[config.mk]
export PLATFORM = sky130hd
export DESIGN_NAME = button_edge_detect
export DESIGN_NICKNAME = d
export VERILOG_FILES = /design/src/rtl/button_edge_detect.sv
export SDC_FILE = /design/constraint.sdc
export NUM_CORES = 1
export LEC_CHECK = 0
export ABC_AREA = 0
export CORE_ASPECT_RATIO = 0.75
export CORE_UTILIZATION = 40
export DETAILED_ROUTE_END_ITERATION = 7
export GPL_TIMING_DRIVEN = 0
export MAX_ROUTING_LAYER = met4
export PLACE_DENSITY = 0.64
export SLEW_MARGIN = 20
export SYNTH_ARGS = -nofsm -noshare
export SYNTH_HDL_FRONTEND = slang
export SYNTH_SLANG_ARGS = --single-unit
[constraint.sdc]
create_clock -name clk -period 4.3 [get_ports clk]
set_input_delay 0.645 -clock clk [delete_from_list [all_inputs] [get_ports clk]]
set_output_delay 0.645 -clock clk [all_outputs]
set_load 0.05 [all_outputs]
[src/rtl/button_edge_detect.sv]
// rtl/button_edge_detect.sv - push-button synchronizer, debouncer and edge-strobe generator
module button_edge_detect #(
    parameter int unsigned DEBOUNCE_CYCLES = 500000,
    parameter int unsigned CNT_W           = 20,
    parameter int unsigned ACTIVE_LOW      = 1
) (
    input  logic clk,
    input  logic rst,
    input  logic btn_in,
    output logic r_edge,
    output logic f_edge,
    output logic btn_level
);

    // Raw pin level that means "not pressed"; also the synchronizer reset value.
    localparam logic IDLE_RAW = (ACTIVE_LOW != 0);
    localparam logic [CNT_W-1:0] THRESH = CNT_W'(DEBOUNCE_CYCLES - 1);

    typedef enum logic [1:0] {
        IDLE_LO = 2'd0,
        WAIT_HI = 2'd1,
        IDLE_HI = 2'd2,
        WAIT_LO = 2'd3
    } state_t;

    state_t           state;
    state_t           state_nxt;
    logic [CNT_W-1:0] cnt;
    logic [CNT_W-1:0] cnt_nxt;
    logic             s0;
    logic             s1;
    logic             samp;
    logic             r_nxt;
    logic             f_nxt;
    logic             level_nxt;

    assign samp = s1 ^ IDLE_RAW;

    always_ff @(posedge clk) begin
        if (rst) begin
            s0 <= IDLE_RAW;
            s1 <= IDLE_RAW;
        end else begin
            s0 <= btn_in;
            s1 <= s0;
        end
    end

    always_ff @(posedge clk) begin
        if (rst) begin
            state     <= IDLE_LO;
            cnt       <= '0;
            r_edge    <= 1'b0;
            f_edge    <= 1'b0;
            btn_level <= 1'b0;
        end else begin
            state     <= state_nxt;
            cnt       <= cnt_nxt;
            r_edge    <= r_nxt;
            f_edge    <= f_nxt;
            btn_level <= level_nxt;
        end
    end

    // cnt holds the number of consecutive samples that disagree with the accepted level.
    always_comb begin
        state_nxt = state;
        cnt_nxt   = cnt;
        r_nxt     = 1'b0;
        f_nxt     = 1'b0;
        case (state)
            IDLE_LO: begin
                if (samp) begin
                    cnt_nxt   = CNT_W'(1);
                    state_nxt = WAIT_HI;
                end
            end
            WAIT_HI: begin
                if (!samp) begin
                    cnt_nxt   = '0;
                    state_nxt = IDLE_LO;
                end else if (cnt == THRESH) begin
                    cnt_nxt   = '0;
                    state_nxt = IDLE_HI;
                    r_nxt     = 1'b1;
                end else begin
                    cnt_nxt = cnt + CNT_W'(1);
                end
            end
            IDLE_HI: begin
                if (!samp) begin
                    cnt_nxt   = CNT_W'(1);
                    state_nxt = WAIT_LO;
                end
            end
            WAIT_LO: begin
                if (samp) begin
                    cnt_nxt   = '0;
                    state_nxt = IDLE_HI;
                end else if (cnt == THRESH) begin
                    cnt_nxt   = '0;
                    state_nxt = IDLE_LO;
                    f_nxt     = 1'b1;
                end else begin
                    cnt_nxt = cnt + CNT_W'(1);
                end
            end
            default: begin
                cnt_nxt   = '0;
                state_nxt = IDLE_LO;
            end
        endcase
        level_nxt = (state_nxt == IDLE_HI) || (state_nxt == WAIT_LO);
    end

endmodule
==> results.txt <==
Synthesis handed over a netlist of 159 instances. The area of placed instances is 0.00143 sq mm, and the top fanout value on the critical path is 5. 6 I/O pins were placed.

Across the run, the number of max-cap violations was 0. Summing all non-filler instances in the final layout gives an area of 0.00148 sq mm. Summing all multi-input logic gate instances after layout gives 746 sq um. After the last flow step, the layout net total stands at 173. Combinational cells account for 3.9% of the total power. The cell depth of the worst hold path works out to 1. After filler insertion, the fill cell instance count of the layout stands at 292. For the maximum frequency from static timing analysis, the log shows 0.437 GHz. Among all flip-flop cells after synthesis, the most frequent one is sky130_fd_sc_hd__dfxtp_1. The switching share of power is 23.3%, and the global-route congestion overflow total is 0. The tree is rooted in a sky130_fd_sc_hd__clkbuf_8. The number of different library cells used by synthesis comes to 40. TritonCTS built the clock tree. The power per standard cell area is 285 mW/mm^2. The sum of internal, switching and leakage power is 0.000421 W. The pre-antenna-repair detailed-routing pass consisted of 4 iterations. After synthesis the netlist holds a flip-flop and latch count of 27. Dividing the detail-routed wire length by the instance count gives 14.1 microns.

The period utilization was 53.2%. Data on the critical path is required at its endpoint by 4470 ps. Once the clock tree was built, the resizer swapped 0 gates to a different size.

In this run, flip-flops and latches consume 60.0% of the power. For the pin with the worst max-slew slack, the measured transition is 694 ps. The detailed router put a total of 1.42 mm of wire on met1.

The detailed router finished its first iteration with 97 violations. The number of hold-slack violations in the final timing report is 0. Entering global routing, the biggest net connects 17 pins. For the wire length of the first global-routing pass, the log shows 5.19 mm. The proportion of register bits with asynchronous set or reset after synthesis is 0%. On the final layout, the worst clock skew is 5.37 ps.

The routed design could run at a clock period as short as 2290 ps. STA classifies the critical path endpoint as a flop. The cell count after placement is 202, and the setup-violating endpoint count in the final report is 0. The final non-filler cell total is 206, and the die span in x is 68.6 microns. The run gives 0.000323 W as the cell-internal power. Synthesized area divided by synthesized cell count: 8.37 sq um. The clock sink total was 27; the footprint of the flip-flops and latches was 541 sq um. The tools report the clock tree buffer depth as 2. The clock latency of the later-clocked register in the worst-skew pair came out at 280 ps.

STA classifies the critical path startpoint as a flop. The layout-stage area growth over the synthesis result is 11.0%. The number of nets handed over by synthesis was 163. The number of CTS-inserted buffers was 3. Detailed placement finished with a half-perimeter wire length of 2.05 mm.

During placement, the flow inserted port buffers numbering 5. The die is 52.0 microns tall. Dividing the detail-routed via count by the number of cells gives 5.90. The flow ran to the end, and the final reports show no timing, DRC or antenna violations.

The highest metal layer carrying signal wires in the routed design is met4. The cell area that synthesis handed to floorplanning was 0.00133 sq mm. The area of the die is 0.00357 sq mm, and the number of rows created at floorplan is 17. The logs give 0 for the number of post-CTS setup repair buffers and 36.0% for the clock power share. The initial antenna violation count is 0, and the length of routed met2 wiring is 1.27 mm. The post-route netlist has 8.33% of its cells at a drive strength greater than 1. The total number of H-tree levels is 1. For this design the total switching power over the nets is 0.0000982 W. The number of global-route vias before repair came out at 1,119. The logs give 0 ps for the final sum of negative setup slack and 2460 ps for the data arrival time of the critical path. Once the floorplan was initialized, standard cells occupied 43.8% of the core. For the total count of max-transition violations in the final report, the log shows 0. For this run, design rule violations remaining after detail routing come to 0. The routed wire length was 2.91 mm; the count of warnings emitted by yosys was 0. Clock-pin slew was measured on the worst setup and hold paths at 100 ps.

0 antenna diodes ended up in the layout. The met3 wire length was 169 microns; the number of cell instances on the worst register-to-register path was 6. Sequential elements use 40.6% of the synthesized area. The remaining antenna violation count is 0. Summed over all cells, the static leakage comes to 0.487 nW. Across the VDD grid, the largest voltage drop is 203 uV. The final weighted congestion in routability-driven placement was 0.909; the worst slew margin relative to its limit was 53.4%.

The floorplan step defined a core boundary enclosing 0.00304 sq mm. Global routing used 20.4% of the available tracks. Setup repair after global routing left no endpoint under its margin. The routed layout has 1,215 vias. Worst setup path category: flop to flop. The min-delay analysis places its worst path in the category flop to flop. Counting flops with a built-in enable in the synthesized netlist gives 0.

Buffers inserted to repair hold after CTS numbered 0.
cell usage in the layout, fill, tap and decap left out, types with 2 or more instances in the layout:
cell type / count
sky130_fd_sc_hd__xnor2_1: 9
sky130_fd_sc_hd__nor4b_1: 2
sky130_fd_sc_hd__nor3_1: 7
sky130_fd_sc_hd__nand4b_1: 2
sky130_fd_sc_hd__dfxtp_1: 27
sky130_fd_sc_hd__clkbuf_1: 6
sky130_fd_sc_hd__and3_1: 5
sky130_fd_sc_hd__nor4_1: 4
sky130_fd_sc_hd__and3_2: 2
sky130_fd_sc_hd__inv_1: 6
sky130_fd_sc_hd__a21oi_1: 5
sky130_fd_sc_hd__nand2_1: 12
sky130_fd_sc_hd__clkbuf_8: 3
sky130_fd_sc_hd__or3_1: 2
sky130_fd_sc_hd__nand4_1: 5
sky130_fd_sc_hd__o21ai_0: 4
sky130_fd_sc_hd__nor3b_1: 2
sky130_fd_sc_hd__or2_2: 2
sky130_fd_sc_hd__nand3_1: 10
sky130_fd_sc_hd__clkdlybuf4s50_1: 5
sky130_fd_sc_hd__xor2_1: 4
sky130_fd_sc_hd__nor2_1: 22
sky130_fd_sc_hd__a211oi_1: 2
sequential cells by signal, indices dropped and copies added, names as in the netlist:
register and count:
s1 1, btn_level 1, r_edge 1, state 2
cnt 20, f_edge 1, s0 1
synth_stat cells (all sizes together) (2+ instances only):
master | number | area, sq um
a211oi | 2 | 15.0
a21oi | 5 | 25.0
and3 | 7 | 46.3
and4 | 2 | 18.8
clkbuf | 6 | 22.5
dfxtp | 27 | 541
inv | 6 | 22.5
nand2 | 12 | 45.0
nand3 | 10 | 50.1
nand4 | 6 | 43.8
nand4b | 2 | 17.5
nor2 | 22 | 82.6
nor3 | 7 | 35.0
nor3b | 2 | 15.0
nor4 | 4 | 25.0
nor4b | 2 | 17.5
o21ai | 4 | 20.0
or2 | 2 | 12.5
or3 | 3 | 20.0
or4 | 2 | 18.8
xnor2 | 9 | 78.8
xor2 | 4 | 35.0
kinds of logic after synthesis:
group | Yosys count | synth area share (%)
simple gates | 86 | 35.9
mux | 1 | 0.752
compound gates | 19 | 9.87
fa+ha+maj | 1 | 0.940
buf+inv | 12 | 3.38
xor+xnor | 13 | 8.55
flops | 27 | 40.6
layout make-up:
type	instances	area share [%]
plain buffers	6	1.52
clock buffers	3	2.79
clock inverters	1	0.508
inverters	6	1.52
multi-input cells	120	50.5
flip-flops and latches	27	36.6
well taps	38	3.22
repair buffers	5	3.39
worst max-delay path: stages, from the launching register on:
cell and delay [ps]:
sky130_fd_sc_hd__dfxtp_1 400, sky130_fd_sc_hd__ha_1 270, sky130_fd_sc_hd__nand3_1 150, sky130_fd_sc_hd__or4_4 600, sky130_fd_sc_hd__or3_1 340, sky130_fd_sc_hd__and3_1 170
sky130_fd_sc_hd__a221o_1 250
power by group through the flow:
stage	registers [W]	clock network [W]	logic (W)
final	0.000253	0.000152	0.0000165
after floorplan	0.000258	0	0.0000108
after CTS	0.000253	0.000154	0.0000164
after global routing	0.000253	0.000166	0.0000186
after detailed placement	0.000259	0	0.0000163
after global placement	0.000259	0	0.0000160
routing by layer:
| layer | vias up | GRT usage, % |
|---|---|---|
| met1 | 570 | 27.9 |
| met4 | 0 | 5.56 |
| met2 | 42 | 29.1 |
| met5 | - | - |
| met3 | 12 | 5.92 |
| li1 | 591 | - |
final timing paths:
kind	startpoint	endpoint	slack [ps]
worst max register to register	cnt[0]	cnt[18]	2010
worst max-delay path	cnt[0]	cnt[18]	2010
worst min register to register	s0	s1	430
worst min-delay path	s0	s1	430
metrics by stage:
stage          utilization (%)  setup WS (ps)  hold slack, ps
3_5_place_dp              47.0           2070             402
2_1_floorplan                -           2220             389
4_1_cts                   48.6           2020             431
6_report                  48.6           2010             427
3_3_place_gp              47.0           2070             394
5_1_grt                   48.6           1850             452
(Power assumes the default switching activity.)
